[src/rtl/div_pkg.sv]
// Shared definitions for the sequential restoring divider.
// Holds the controller state encoding used by seq_divider.
package div_pkg;

    localparam int STATE_W = 2;

    typedef enum logic [STATE_W-1:0] {
        IDLE = 2'd0,
        RUN  = 2'd1,
        FIX  = 2'd2,
        DONE = 2'd3
    } div_state_t;

endpackage

[src/rtl/div_rem_reg.sv]
// Double-width remainder/quotient register for seq_divider.
// Upper half holds the running remainder and lower half the dividend bits
// that are being shifted out while quotient bits are shifted in.
module div_rem_reg #(
    parameter int WIDTH = 32
) (
    input  logic               clk,
    input  logic               Reset,
    input  logic               load_i,
    input  logic [WIDTH-1:0]   loadVal_i,
    input  logic               shift_i,
    input  logic               qBit_i,
    input  logic               hiWrite_i,
    input  logic [WIDTH-1:0]   hiVal_i,
    input  logic               fullWrite_i,
    input  logic [2*WIDTH-1:0] fullVal_i,
    output logic [2*WIDTH-1:0] r_o
);

    logic [2*WIDTH-1:0] r_q;
    logic [2*WIDTH-1:0] r_d;

    // Pick the next register value: load, full overwrite, or one shift step with optional upper-half replacement
    always_comb begin
        r_d = r_q;
        if (load_i) begin
            r_d = {{WIDTH{1'b0}}, loadVal_i};
        end else if (fullWrite_i) begin
            r_d = fullVal_i;
        end else if (shift_i) begin
            r_d = {(hiWrite_i ? hiVal_i : r_q[2*WIDTH-2:WIDTH-1]), r_q[WIDTH-2:0], qBit_i};
        end
    end

    // Register update with synchronous clear
    always_ff @(posedge clk) begin
        if (Reset) begin
            r_q <= '0;
        end else begin
            r_q <= r_d;
        end
    end

    assign r_o = r_q;

endmodule

[src/rtl/seq_divider.sv]
// Multi-cycle restoring divider, one quotient bit per clock.
// Start/Done handshake, divide-by-zero flag, WIDTH+2 cycles Start to Done.
// Optional two's-complement mode when the macro DIV_SIGNED_EN is defined,
// which also adds the Signed_op input.
module seq_divider #(
    parameter int WIDTH = 32
) (
    input  logic             clk,
    input  logic             Reset,
    input  logic             Start,
    input  logic [WIDTH-1:0] Dividend,
    input  logic [WIDTH-1:0] Divisor,
`ifdef DIV_SIGNED_EN
    input  logic             Signed_op,
`endif
    output logic             Busy,
    output logic             Done,
    output logic [WIDTH-1:0] Quotient,
    output logic [WIDTH-1:0] Remainder,
    output logic             Div_by_zero
);

    import div_pkg::*;

    localparam int CNT_W = $clog2(WIDTH + 1);

    div_state_t         state_q;
    logic [CNT_W-1:0]   cnt_q;
    logic [WIDTH-1:0]   divisor_q;
    logic               negQ_q;
    logic               negR_q;
    logic               dz_q;
    logic               busy_q;
    logic               done_q;
    logic [WIDTH-1:0]   quo_q;
    logic [WIDTH-1:0]   rem_q;
    logic               dbz_q;

    logic               signedMode;
    logic [WIDTH-1:0]   dividendMag;
    logic [WIDTH-1:0]   divisorMag;
    logic [2*WIDTH-1:0] r;
    logic [WIDTH:0]     shiftedHi;
    logic               remFits;
    logic [WIDTH-1:0]   remDiff;
    logic [WIDTH-1:0]   fixQuo;
    logic [WIDTH-1:0]   fixRem;
    logic               accept;
    logic               acceptZero;
    logic               loadCtl;
    logic               shiftCtl;
    logic               hiWriteCtl;
    logic               fullWriteCtl;
    logic [2*WIDTH-1:0] fullVal;

`ifdef DIV_SIGNED_EN
    assign signedMode = Signed_op;
`else
    assign signedMode = 1'b0;
`endif

    // Operand magnitudes, sign fix-up values and the trial subtraction for the current iteration
    always_comb begin
        dividendMag = (signedMode && Dividend[WIDTH-1]) ? -Dividend : Dividend;
        divisorMag  = (signedMode && Divisor[WIDTH-1])  ? -Divisor  : Divisor;
        // The shifted remainder needs one extra bit: the MSB that leaves the upper half on the shift.
        shiftedHi   = r[2*WIDTH-1:WIDTH-1];
        remFits     = (shiftedHi >= {1'b0, divisor_q});
        // When the subtraction fits, the result is below the divisor, so the extra top bit is always zero.
        remDiff     = shiftedHi[WIDTH-1:0] - divisor_q;
        fixQuo      = negQ_q ? -r[WIDTH-1:0] : r[WIDTH-1:0];
        fixRem      = negR_q ? -r[2*WIDTH-1:WIDTH] : r[2*WIDTH-1:WIDTH];
    end

    // Datapath controls decoded from the current state and the start request
    always_comb begin
        accept       = (state_q == IDLE) && Start;
        acceptZero   = accept && (Divisor == '0);
        loadCtl      = accept && (Divisor != '0);
        shiftCtl     = (state_q == RUN);
        hiWriteCtl   = shiftCtl && remFits;
        fullWriteCtl = acceptZero || (state_q == FIX);
        fullVal      = acceptZero ? {Dividend, {WIDTH{1'b1}}} : {fixRem, fixQuo};
    end

    div_rem_reg #(
        .WIDTH(WIDTH)
    ) u_rem_reg (
        .clk         (clk),
        .Reset       (Reset),
        .load_i      (loadCtl),
        .loadVal_i   (dividendMag),
        .shift_i     (shiftCtl),
        .qBit_i      (remFits),
        .hiWrite_i   (hiWriteCtl),
        .hiVal_i     (remDiff),
        .fullWrite_i (fullWriteCtl),
        .fullVal_i   (fullVal),
        .r_o         (r)
    );

    // Controller FSM with registered handshake and result outputs
    always_ff @(posedge clk) begin
        if (Reset) begin
            state_q   <= IDLE;
            cnt_q     <= '0;
            divisor_q <= '0;
            negQ_q    <= 1'b0;
            negR_q    <= 1'b0;
            dz_q      <= 1'b0;
            busy_q    <= 1'b0;
            done_q    <= 1'b0;
            quo_q     <= '0;
            rem_q     <= '0;
            dbz_q     <= 1'b0;
        end else begin
            done_q <= 1'b0;
            case (state_q)
                IDLE: begin
                    if (Start) begin
                        if (Divisor != '0) begin
                            cnt_q     <= CNT_W'(WIDTH);
                            divisor_q <= divisorMag;
                            negQ_q    <= signedMode && (Dividend[WIDTH-1] ^ Divisor[WIDTH-1]);
                            negR_q    <= signedMode && Dividend[WIDTH-1];
                            dz_q      <= 1'b0;
                            busy_q    <= 1'b1;
                            state_q   <= RUN;
                        end else begin
                            dz_q    <= 1'b1;
                            state_q <= DONE;
                        end
                    end
                end
                RUN: begin
                    cnt_q <= cnt_q - CNT_W'(1);
                    if (cnt_q == CNT_W'(1)) begin
                        state_q <= FIX;
                    end
                end
                FIX: begin
                    state_q <= DONE;
                end
                DONE: begin
                    done_q  <= 1'b1;
                    busy_q  <= 1'b0;
                    quo_q   <= r[WIDTH-1:0];
                    rem_q   <= r[2*WIDTH-1:WIDTH];
                    dbz_q   <= dz_q;
                    state_q <= IDLE;
                end
                default: begin
                    state_q <= IDLE;
                end
            endcase
        end
    end

    assign Busy        = busy_q;
    assign Done        = done_q;
    assign Quotient    = quo_q;
    assign Remainder   = rem_q;
    assign Div_by_zero = dbz_q;

endmodule

[config.mk]
export PLATFORM = sky130hd
export DESIGN_NAME = seq_divider
export DESIGN_NICKNAME = d
export VERILOG_FILES = /design/src/rtl/div_pkg.sv /design/src/rtl/div_rem_reg.sv /design/src/rtl/seq_divider.sv
export SDC_FILE = /design/constraint.sdc
export NUM_CORES = 1
export LEC_CHECK = 0
export BUFFER_PORTS_ARGS = -buffer_cell sky130_fd_sc_hd__buf_4
export CORE_AREA = 5 5 137 139
export CTS_CLUSTER_SIZE = 8
export DETAILED_ROUTE_END_ITERATION = 7
export DIE_AREA = 0 0 142 144
export PLACE_DENSITY_LB_ADDON = 0.3
export SLEW_MARGIN = 30
export SYNTH_ARGS = -nofsm -noshare
export SYNTH_HDL_FRONTEND = slang
export SYNTH_SLANG_ARGS = --single-unit
export TNS_END_PERCENT = 5
[constraint.sdc]
create_clock -name clk -period 4.8 [get_ports clk]
set_input_delay 0.96 -clock clk [delete_from_list [all_inputs] [get_ports clk]]
set_output_delay 0.96 -clock clk [all_outputs]
set_load 0.01 [all_outputs]
## Yosys cells after proc, flatten, opt, wreduce, memory -nomap -nowiden

Index checks and enable logic that the tools add are counted.

- $add $sub $neg: 2
- Equal/unequal tests: 9
- $lt $le $gt $ge: 1
- Reduce and logical (&&, ||, !) cells: 20
- Mux-type cells: 17

Operators with widths:

| kind | count |
|---|---|
| 64-bit 2-to-1 mux | 3 |
| 32-bit 2-to-1 mux | 2 |
| 33-bit by 32-bit greater-or-equal comparator with 1-bit output | 1 |
| 32-bit logical NOT | 1 |
| 32-bit nonzero test | 1 |
| 32-bit subtractor | 1 |
| 6-bit 2-to-1 mux | 2 |
| 6-bit one-hot mux with 2 select lines | 1 |
| 3-bit AND reduction | 3 |
| 2-bit one-hot mux with 4 select lines | 1 |
| 2-bit AND reduction | 4 |
| 6-bit by 1-bit == test with 1-bit output (second input constant) | 1 |
| 2-bit 2-to-1 mux | 3 |
| 2-bit nonzero test | 3 |
| 6-bit by 1-bit subtractor with 6-bit output (second input constant) | 1 |
| 2-bit == test (second input constant) | 2 |
| 1-bit logical AND | 4 |
| 1-bit 2-to-1 mux | 4 |
| 2-bit by 1-bit inequality test with 1-bit output (second input constant) | 2 |
| 2-bit inequality test (second input constant) | 2 |
| 3-bit inequality test (second input constant) | 1 |
| 3-bit nonzero test | 1 |
| 2-bit by 1-bit == test with 1-bit output (second input constant) | 1 |
| 2-bit logical NOT | 1 |
| other kinds (3) | 3 |

- Output and inout port bits: 67
- Input bits: 67
- Word-level logic and storage cells: 60
- Register bits: 172

## Longest topological paths before layout

- Word-level depth: 6
- Depth in mapped cells: 12
- Gate-level depth less buffers: 11

## By module

From an unflattened synthesis, not the netlist that was laid out.

- Cells, all modules: 1229
- Area total of the unflattened synthesis: 10216.0 um^2

Modules (own cells, without submodules):

| module | sequential area each (um^2) | instances | area each (um^2) | cells an instance |
|---|---|---|---|---|
| seq_divider | 2162.1 | 1 | 6573.8 | 798 |
| div_rem_reg | 1281.2 | 1 | 3642.2 | 431 |

## Worst setup path before layout

Ideal clock, no wire load.

- Kind: input to register
- Start point: in Divisor[26]
- End point: reg u_rem_reg.r_q[59], in the netlist u_rem_reg.r_o[59]
- Data required time: 4730 ps
- Setup slack: 2113 ps
- Stages on the path: 9
- Arrival: 2617 ps
- Path buffers: 1
- Setup time: 70 ps
- Cell sequence: nor4_1 nand2_1 nor4_4 nor2_1 a211oi_2 buf_4 o21ai_1 a32o_1 a21oi_1

- Cells in the longest elaborated chain, start to end: 5
- Elaborated cells on any way between the ends: 10
- Those cells by class: 1 x eq/ne; 1 x mux; 8 x reduce/logical

RTL lines:

| element | line | RTL |
|---|---|---|
| start, declared | seq_divider.sv:12 | `input logic [WIDTH-1:0] Divisor,` |
| 32-bit logical NOT | seq_divider.sv:78 | `acceptZero = accept && (Divisor == '0);` |
| 1-bit logical AND | seq_divider.sv:78 |  |
| 1-bit logical OR | seq_divider.sv:82 | `fullWriteCtl = acceptZero \|\| (state_q == FIX);` |
| 2-bit inequality test (no source line) or 2-bit nonzero test (tied branches) | - |  |
| 2-bit AND reduction (no source line) | - |  |
| end signal, assigned | div_rem_reg.sv:40 | `r_q <= r_d;` |
| end, declared | div_rem_reg.sv:20 | `logic [2*WIDTH-1:0] r_q;` |

Parallel ways exist; a longest one is shown, timed or not.
A chain may end at the register's enable or synchronous reset.

## Final worst setup path

- Start point: reg u_rem_reg.r_q[49], in the netlist u_rem_reg.r_o[49]
- End point: reg u_rem_reg.r_q[57], in the netlist u_rem_reg.r_o[57]

- Cells in the longest elaborated chain, start to end: 5
- Elaborated cells on any way between the ends: 6
- Those cells by class: 1 x add/sub; 1 x order compare; 3 x mux; 1 x reduce/logical

RTL lines:

| element | line | RTL |
|---|---|---|
| 33-bit by 32-bit greater-or-equal comparator with 1-bit output | seq_divider.sv:68 | `remFits = (shiftedHi >= {1'b0, divisor_q});` |
| 1-bit logical AND | seq_divider.sv:81 | `hiWriteCtl = shiftCtl && remFits;` |
| 32-bit 2-to-1 mux (*) | div_rem_reg.sv:31 | `r_d = {(hiWrite_i ? hiVal_i : r_q[2*WIDTH-2:WIDTH-1]), r_q[WIDTH-2:0], qBit_i};` |
| 64-bit 2-to-1 mux (*) | div_rem_reg.sv:30 | `end else if (shift_i) begin` |
| 64-bit 2-to-1 mux (*) | div_rem_reg.sv:28 | `end else if (fullWrite_i) begin` |

Every way passes the cells marked *; elsewhere a longest branch is shown, timed or not. The select of a mux whose other input is x is not followed.

==> reports/results.md <==
* **Fillers** 1,609
* **remaining max-slew budget at the tightest pin** 0.443
* **WS Path Type** flip-flop to flip-flop
* **starting density of the core** 0.521
* **via count of the first global-routing pass** 7,829
* **Inst Count DP** 1,396
* **drt pass-1 iters** 7
* **WP data required** 5.08 ns
* **top cell family by delay on the critical path** compound AO/OA/AOI/OAI gates
* **PostCTS Resize Cnt** 0
* **total number of yosys warnings** 0
* **final global-route overflow total** 0
* **peak per-stage delay on the critical path** 0.66 ns
* **First DRT Iteration DRCs** 580
* **Comb pwr share** 0.486
* **DP Worst Slack** 0.999 ns
* **Post-synth EDFFs** 0
* **type of origin of the critical path** flip-flop
* **nets@finish** 1,293
* **DRC errors left** 0
* **crit path max fanout** 23
* **achievable frequency** 0.289 GHz
* **number of vias in the routed layout** 8,340
* **wire length after detailed routing** 25.2 mm
* **areal power density over the cells** 588 nW/µm²
* **pin count of the biggest net entering global routing** 82
* **Fin. Hold Viols** 0
* **Pleak** 4.49 nW
* **Design Area, Final** 10,800 µm²
* **I/O Buffers** 133
* **sink count of the clock tree** 172
* **clock-pin slew on the worst setup and hold paths** 0.06 ns
* **WL met1** 10.4 mm
* **setup bufs post-CTS** 0
* **cell chain of the critical path** ha_1 > a21oi_1 > o21ai_2 > a2111oi_4 > o21ai_2 > o21a_2 > o21ai_4 > buf_4 > mux2i_1 > o21ai_1
* **HPWL after detailed placement** 18.8 mm
* **final hold slack** 0.455 ns
* **part of the Yosys area used for sequential elements** 0.377
* **Avg Cell Area, Syn** 8.36 µm²
* **leading cell types in the layout, fill and taps excluded** sky130_fd_sc_hd__dfxtp_1 (172), sky130_fd_sc_hd__buf_4 (143), sky130_fd_sc_hd__nor2_1 (135), sky130_fd_sc_hd__nand2_1 (110), sky130_fd_sc_hd__mux2i_1 (82)
* **clk buf depth** 2
* **highest-delay cell along the critical path** sky130_fd_sc_hd__o21ai_4
* **gr usage total** 0.243
* **Tcrit/Tclk final** 0.720
* **final setup violating endpoints** 0
* **setup repair after global routing missed its margin** no
* **DR vias/cell** 5.84
* **Placement Rows** 49
* **num ports** 134
* **Cell variety after synth** 77
* **summed instance area of the synthesized netlist** 9140 µm²
* **power share of the sequential group** 0.303
* **number of standard cells in the final layout excluding fillers** 1,427
* **synthesized netlist net count** 1,200
* **final number of max-transition violations** 0
* **placement-stage cell area** 10,200 µm²
* **H-tree depth** 4
* **Clock Root Buffer** sky130_fd_sc_hd__clkbuf_16
* **final worst path period need** 3.46 ns
* **final worst clock skew** 0.00792 ns
* **post-synthesis register bit count** 172
* **first-pass GRT wire length** 39.9 mm
* **outcome** finished, final reports clean
* **sum of negative setup slack** 0 ns
* **Internal** 0.00368 W
* **CP Buf/Inv Count** 1
* **number of antenna cells inserted** 0
* **FFs w/ async S/R, synth** 0
* **clock latency on the worst-skew pair** 0.43 ns
* **max-cap check violation count** 0
* **final weighted congestion in routability-driven placement** 0.914
* **min setup slack post-route** 1.34 ns
* **switching part of the total power** 0.420
* **top routing layer in use** met4
* **arrival time reported for the critical path endpoint** 3.74 ns
* **count of mapped cells out of synthesis** 1,093
* **CTS buffer count** 17
* **detailed-routed wire length on met2** 12.4 mm
* **horizontal die dimension** 142 µm
* **Slew @ Worst Pin** 0.833 ns
* **total core area** 17,500 µm²
* **TritonCTS clock tree** done
* **Avg WL per Cell** 17.7 µm
* **worst IR drop on VDD** 0.343 mV
* **kind of path behind the tightest hold check** flip-flop to flip-flop
* **layout cells sized above 1** 0.168
* **DRT antenna net count** 0
* **area of the die** 20,400 µm²
* **relative area change from synthesis to final layout** 18.1%
* **hold-fix buffer count after cts** 0
* **most used cell, CP** sky130_fd_sc_hd__o21ai_2
* **most common library cell in the layout ignoring fill and taps** sky130_fd_sc_hd__dfxtp_1
* **capturing element type of the critical path** flip-flop
* **power spent charging and discharging nets** 0.00267 W
* **number of antenna violations at the first check in global routing** 0
* **total met3 wirelength after detailed routing** 1.39 mm
* **prevailing post-synth register cell** sky130_fd_sc_hd__dfxtp_1
* **die height** 144 µm
* **clock network fraction of total power** 0.211
cells by family (layout without fill, tap and decap cells):
kind of cell    after synthesis  count (layout)  synth area share
simple gates                333             333             0.162
compound gates              322             322             0.237
flops                       172             172             0.377
buf+inv                     119             224            0.0541
mux                          84              84            0.0923
fa+ha+maj                    40              40            0.0556
xor+xnor                     23              23            0.0220
metrics by stage:
step / power (W) / utilization
final: 0.00635 / 0.615
after CTS: 0.00634 / 0.615
after global routing: 0.00680 / 0.615
after detailed placement: 0.00499 / 0.583
after floorplan: 0.00428 / -
after global placement: 0.00494 / 0.582
synth_stat cells (all sizes together), types with 3 or more instances:
library cell	count	area share
o21ai	63	0.037
a31o	3	0.0029
a211o	3	0.0029
nor2b	4	0.0027
o2111ai	3	0.0029
o31ai	3	0.0030
o311ai	3	0.0029
a32o	5	0.0055
a21o	16	0.013
nand3	11	0.0060
a22oi	15	0.012
inv	50	0.021
o211ai	8	0.0066
xnor2	13	0.012
nor4	12	0.0099
nand2b	8	0.0055
a21oi	81	0.045
clkbuf	41	0.017
xor2	10	0.0096
o22ai	32	0.022
a2111oi	4	0.0093
nand4	12	0.0096
dfxtp	172	0.38
buf	28	0.017
or2	4	0.0027
a211oi	37	0.031
o21bai	6	0.0049
o21a	11	0.0092
ha	39	0.053
mux2i	82	0.090
and2	8	0.0055
and3	6	0.0041
a22o	4	0.0038
nor2	136	0.056
a31oi	6	0.0041
nor3	10	0.0055
nand2	113	0.047
worst paths after layout:
kind	startpoint	cells after the start	end	slack (ns)
worst max-delay path	u_rem_reg.r_o[49]	10	u_rem_reg.r_o[57]	1.34
worst min-delay path	divisor_q[16]	2	divisor_q[16]	0.46
worst max register to register	u_rem_reg.r_o[49]	10	u_rem_reg.r_o[57]	1.34
worst min register to register	divisor_q[16]	2	divisor_q[16]	0.46
layout make-up:
cell class                 instances  area [µm²]  area share
multi-input combinational        802        5230       0.485
sequential                       172        3440       0.319
timing repair buffer             143        1070      0.0995
clock buffer                      21         460      0.0427
tap                              229         287      0.0266
inverter                          50         188      0.0174
clock inverter                    10         105     0.00974
layer usage:
| metal | GRT usage | vias to the layer above |
|---|---|---|
| li1 | - | 4115 |
| met2 | 0.416 | 268 |
| met1 | 0.300 | 3895 |
| met4 | 0.111 | 0 |
| met5 | 0 | - |
| met3 | 0.0403 | 62 |
sequential cells by signal, indices dropped and copies added (netlist names):
register	cells
Quotient	32
Busy	1
state_q	2
u_rem_reg.r_o	64
dz_q	1
Div_by_zero	1
Remainder	32
cnt_q	6
Done	1
divisor_q	32
power by group through the flow:
stage / Sequential, W / Clock [W] / Combinational, W
6_report: 0.00192 / 0.00134 / 0.00308
5_1_grt: 0.00196 / 0.00142 / 0.00342
4_1_cts: 0.00192 / 0.00136 / 0.00306
3_5_place_dp: 0.00195 / 0 / 0.00304
3_3_place_gp: 0.00195 / 0 / 0.00299
2_1_floorplan: 0.00189 / 0 / 0.00240
worst reg2reg max path, delay by kind of cell, from the launching register on:
family	cells	cell delay [ns]
flops	1	0.45
mux	1	0.26
buf+inv	1	0.34
compound gates	7	1.93
fa+ha+maj	1	0.34
(Power assumes the default switching activity.)
